==> config.mk <==
export PLATFORM = sky130hd
export DESIGN_NAME = pio_input_edge_irq
export DESIGN_NICKNAME = d
export VERILOG_FILES = /design/src/rtl/pio_input_edge_irq.sv
export SDC_FILE = /design/constraint.sdc
export NUM_CORES = 1
export LEC_CHECK = 0
export ABC_AREA = 1
export ABC_CLOCK_PERIOD_IN_PS = 1100
export CAP_MARGIN = 20
export CORE_MARGIN = 4
export CORE_UTILIZATION = 51
export CTS_CLUSTER_SIZE = 30
export DETAILED_ROUTE_END_ITERATION = 8
export GPL_ROUTABILITY_DRIVEN = 0
export PLACE_DENSITY = 0.78
export SYNTH_ARGS = -nofsm -noshare
export SYNTH_HDL_FRONTEND = slang
export SYNTH_SLANG_ARGS = --single-unit
==> constraint.sdc <==
create_clock -name clk -period 1.1 [get_ports clk]
set_input_delay 0.22 -clock clk [delete_from_list [all_inputs] [get_ports clk]]
set_output_delay 0.22 -clock clk [all_outputs]
set_load 0.02 [all_outputs]
==> src/rtl/pio_input_edge_irq.sv <==
// pio_input_edge_irq: Avalon-MM slave input port for switches and pushbuttons.
// External pins pass through a synchroniser, optional per-bit debounce and an
// edge detector. Sticky per-bit edge-capture and interrupt-mask registers drive
// a single IRQ in level or edge mode.
//
// Ports:
//   clk        system clock
//   reset      synchronous, active-high reset
//   address    word address (0 data, 1 reads 0, 2 irq_mask, 3 edgecapture)
//   chipselect slave select
//   write_n    active-low write strobe
//   writedata  write data (bits at or above WIDTH ignored)
//   in_port    asynchronous external inputs
//   readdata   registered read data, one clock after address
//   irq        interrupt request, combinational from registers only
module pio_input_edge_irq #(
    parameter int unsigned WIDTH           = 18,
    parameter int unsigned SYNC_STAGES     = 2,
    parameter int unsigned DEBOUNCE_CYCLES = 0,
    parameter int unsigned EDGE_TYPE       = 0,
    parameter int unsigned IRQ_MODE        = 0
) (
    input  logic             clk,
    input  logic             reset,
    input  logic [1:0]       address,
    input  logic             chipselect,
    input  logic             write_n,
    input  logic [31:0]      writedata,
    input  logic [WIDTH-1:0] in_port,
    output logic [31:0]      readdata,
    output logic             irq
);

    localparam int unsigned DB_EFF   = (DEBOUNCE_CYCLES == 0) ? 1 : DEBOUNCE_CYCLES;
    localparam int unsigned CNT_W    = (DEBOUNCE_CYCLES > 1) ? $clog2(DEBOUNCE_CYCLES) : 1;
    localparam int unsigned CNT_LAST = (DEBOUNCE_CYCLES == 0) ? 0 : DEBOUNCE_CYCLES - 1;
    localparam int unsigned WARM_LEN = SYNC_STAGES + DB_EFF + 1;
    localparam int unsigned WARM_W   = $clog2(WARM_LEN);

    logic [WIDTH-1:0]  sync_q [SYNC_STAGES];
    logic [WIDTH-1:0]  sync_out;
    logic [WIDTH-1:0]  db_q, db_d;
    logic [WIDTH-1:0]  db_prev_q;
    logic [CNT_W-1:0]  cnt_q [WIDTH];
    logic [CNT_W-1:0]  cnt_d [WIDTH];
    logic [WIDTH-1:0]  mask_q, mask_d;
    logic [WIDTH-1:0]  ecap_q, ecap_d;
    logic [31:0]       readdata_q, readdata_d;
    logic [WARM_W-1:0] warm_q, warm_d;
    logic              armed_q, armed_d;

    logic [WIDTH-1:0]  rise, fall, edge_sel;
    logic              wr_en;
    logic              unused_wdata;

    assign sync_out = sync_q[SYNC_STAGES-1];
    assign rise     = db_q & ~db_prev_q;
    assign fall     = ~db_q & db_prev_q;
    assign edge_sel = (EDGE_TYPE == 0) ? rise :
                      (EDGE_TYPE == 1) ? fall : (rise | fall);
    assign wr_en    = chipselect & ~write_n;

    // Upper writedata bits are don't-care when WIDTH < 32.
    assign unused_wdata = ^writedata;

    // Per-bit debounce: a changed level must persist DEBOUNCE_CYCLES clocks.
    always_comb begin
        db_d = db_q;
        for (int i = 0; i < int'(WIDTH); i++) cnt_d[i] = cnt_q[i];
        if (DEBOUNCE_CYCLES == 0) begin
            db_d = sync_out;
            for (int i = 0; i < int'(WIDTH); i++) cnt_d[i] = '0;
        end else begin
            for (int i = 0; i < int'(WIDTH); i++) begin
                if (sync_out[i] == db_q[i]) begin
                    cnt_d[i] = '0;
                end else if (cnt_q[i] == CNT_W'(CNT_LAST)) begin
                    db_d[i]  = sync_out[i];
                    cnt_d[i] = '0;
                end else begin
                    cnt_d[i] = cnt_q[i] + CNT_W'(1);
                end
            end
        end
    end

    // Register file, warm-up and read mux next-state.
    always_comb begin
        mask_d     = mask_q;
        ecap_d     = ecap_q;
        warm_d     = warm_q;
        armed_d    = armed_q;
        readdata_d = 32'd0;

        if (wr_en && (address == 2'd2)) mask_d = writedata[WIDTH-1:0];

        // Clear first, then set, so a coincident edge keeps the bit.
        if (wr_en && (address == 2'd3)) ecap_d = ecap_d & ~writedata[WIDTH-1:0];
        if (armed_q) ecap_d = ecap_d | edge_sel;

        // Edges are ignored until the input pipeline has filled after reset.
        if (!armed_q) begin
            if (warm_q == WARM_W'(WARM_LEN - 1)) armed_d = 1'b1;
            else                                  warm_d  = warm_q + WARM_W'(1);
        end

        unique case (address)
            2'd0:    readdata_d = 32'(db_q);
            2'd2:    readdata_d = 32'(mask_q);
            2'd3:    readdata_d = 32'(ecap_q);
            default: readdata_d = 32'd0;
        endcase
    end

    // State registers.
    always_ff @(posedge clk) begin
        if (reset) begin
            for (int s = 0; s < int'(SYNC_STAGES); s++) sync_q[s] <= '0;
            for (int i = 0; i < int'(WIDTH); i++) cnt_q[i] <= '0;
            db_q       <= '0;
            db_prev_q  <= '0;
            mask_q     <= '0;
            ecap_q     <= '0;
            readdata_q <= '0;
            warm_q     <= '0;
            armed_q    <= 1'b0;
        end else begin
            sync_q[0] <= in_port;
            for (int s = 1; s < int'(SYNC_STAGES); s++) sync_q[s] <= sync_q[s-1];
            for (int i = 0; i < int'(WIDTH); i++) cnt_q[i] <= cnt_d[i];
            db_q       <= db_d;
            db_prev_q  <= db_q;
            mask_q     <= mask_d;
            ecap_q     <= ecap_d;
            readdata_q <= readdata_d;
            warm_q     <= warm_d;
            armed_q    <= armed_d;
        end
    end

    assign readdata = readdata_q;
    assign irq      = (IRQ_MODE == 1) ? |(ecap_q & mask_q) : |(db_q & mask_q);

endmodule

==> reports/qor.yml <==
status: "complete, but fails checks"
violations: "negative setup slack"
synth-xor-area-share_pct: 0
clockBufferDepth: 2
placed_area_um2: 5660
htree_levels: 4
skew_ns: 0.00704
synth_cells: 626
power.density_nw_per_um2: 1820
layout-drive-gt1-share_pct: 19.2
fp-row-count: 34
grtUsageTotal_pct: 19.7
drv_cap: 0
holdWs_ns: 0.140
fp.coreArea_um2: 8850
setup_ws_ns: -0.595
fin_tns_setup_ns: -1.77
synth.most_common_cell: "nor2_1"
netlist_area_um2: 4710
synth_commonest_cells: "140 x nor2_1, 129 x dfxtp_1, 129 x nand2_1"
synth_fa_ha_area_share_pct: 0.266
synth_compound_area_share_pct: 4.20
ir_worst_vdd_mv: 1.10
period_needed_ns: 1.69
path_max_fanout: 3
synthFlopType: "dfxtp_1"
crit_type: "flip-flop to output port"
cts_sinks: 129
synthMuxAreaShare_pct: 0
arrival_ns: 1.47
end_kind: "output port"
cts_root_buffer: "clkbuf_8"
viasPerCell: 4.63
io_pins: 89
clkTransAtPathRegs_ns: 0.06
antennaDiodeCount: 0
async_reset_ff_share_pct: 0
ys_seq_elements: 129
syn_to_final_growth_pct: 35.2
grt_pass1_wl_um: 17400
wl_per_cell_um: 12.4
ctsHoldBuffers: 0
yosys-top-cells-area: "dfxtp_1 55%, nor2_1 11%, nand2_1 10%"
drc: 0
slew_viol_final: 0
post-route-cell-area_um2: 6370
synth_top_family_by_area: "simple AND/OR/NAND/NOR gates"
grt_pass1_vias: 3775
worstSkewPairLatency_ns: 0.51
drtIter0Drc: 229
grt_max_degree: 40
start_util_pct: 53.3
synth_edf_count: 0
cts_buffers: 17
cts_tree: "yes"
synthDominantCellAreaShare_pct: 54.8
synth_cell_types: 26
dp_hpwl_um: 6880
fp.dieW_um: 104
ys_warn_count: 0
routed_wl_um: 10500
cp-start-kind: "flip-flop"
timing.final.setup_violations: 19
rsz0062_at_grt: "yes"
dieArea_um2: 10800
fmax_ghz: 0.590
grt_antenna_before_repair: 0
hold_path_class: "input pin to flip-flop"
io_buffer_count: 60
synth_simple_gate_area_share_pct: 26.3
total_power_mw: 11.6
finalNetCount: 784
synth_top_area_cell: "dfxtp_1"
grt_overflow: 0
finalCritPeriodShare_pct: 154
fin_cells: 848
avgSynthCellArea_um2: 7.53
num_vias: 3928
hold_viol_final: 0
dp_cells: 815
required_ns: 0.88
drt_first_pass_iters: 5
postRouteAntennaNets: 0
fp.dieH_um: 104
p_leak_nw: 3.05
synth-seq-area-share_pct: 54.8
## cells in the final DEF, fill, tap and decap left out
cell / n
nand3b_1: 7
conb_1: 14
ha_1: 1
nand2_8: 1
clkbuf_1: 2
inv_4: 1
buf_4: 40
o21ai_0: 25
clkinvlp_4: 3
o21ai_1: 5
dfxtp_1: 100
nand2_2: 7
nand3_1: 25
clkbuf_16: 16
inv_2: 2
nand2_1: 123
buf_6: 19
buf_12: 6
clkbuf_8: 1
a21oi_1: 8
clkinv_4: 4
inv_6: 1
inv_1: 109
nor2_8: 1
buf_2: 1
nor2_2: 3
clkdlybuf4s50_1: 40
o21a_1: 1
nand4_1: 1
bufinv_16: 4
dfxtp_2: 29
nor2_1: 137
nor2_4: 1
clkinv_2: 2
## what timing repair did
| action | 4_1_cts | 5_1_grt |
|---|---|---|
| hold endpoints to repair | 0 | 0 |
| buffers inserted | 0 | 1 |
| setup endpoints to repair | 21 | 22 |
| pin swaps | 0 | 6 |
| gates resized for setup | 137 | 17 |
## state kept, by name, indices dropped and copies added (netlist names)
| signal | flops |
|---|---|
| sync_q | 36 |
| db_prev_q | 18 |
| db_q | 18 |
| ecap_q | 18 |
| mask_q | 18 |
| readdata | 18 |
| warm_q | 2 |
| armed_q | 1 |
## path summary, 6_finish.rpt
check / end / cells after the start / startpoint / slack (ns)
setup reg to reg: warm_q[1]$_SDFFE_PP0P_ / 5 / warm_q[0]$_SDFFE_PP0P_ / 0.10
setup / recovery: irq / 7 / mask_q[15]$_SDFFE_PP0P_ / -0.59
hold reg to reg: db_q[3]$_SDFF_PP0_ / 2 / sync_q[1][3]$_SDFF_PP0_ / 0.39
hold / removal: db_q[11]$_SDFF_PP0_ / 3 / reset / 0.14
## logic make-up (layout without fill, tap and decap cells)
kind of cell | after synthesis | after routing
other cells | 1 | 14
compound gates | 39 | 39
flops | 129 | 129
fa+ha+maj | 1 | 1
buf+inv | 150 | 251
simple gates | 306 | 306
## final cells by class
cell class	count	area [um^2]
sequential	129	2620
fill	670	2480
multi-input combinational	360	1540
timing repair buffer	106	1040
inverter	113	432
clock buffer	19	422
clock inverter	13	188
tap	108	135
## routing by layer
metal  share of wire [%]  GRT usage [%]  vias up
met3                 6.5           4.53       26
met1                  43           24.5     1729
li1                    -              -     2015
met5                   0              0        -
met4                 2.4           10.4        0
met2                  48           32.1      158
## report_power, final
part	internal, mW	switching [mW]
logic	0.432	0.521
clock network	3.68	2.01
registers	4.85	0.0804
total	8.96	2.61
## worst max-delay path: stages (launching register included)
cell	delay, ns
dfxtp_2	0.34
nand2_2	0.07
nand2_2	0.06
nor2_2	0.10
nand2_1	0.07
nor2_1	0.08
nand2_1	0.09
buf_6	0.14
## through the flow
stage / setup WS [ns] / utilization, %
detailed placement: -0.442 / 63.9
global placement: -0.420 / 63.9
floorplan: 0.121 / -
global route: -0.662 / 72.0
finish: -0.595 / 72.0
CTS: -0.581 / 71.4
Note: power is estimated with default switching activity, not from simulation.
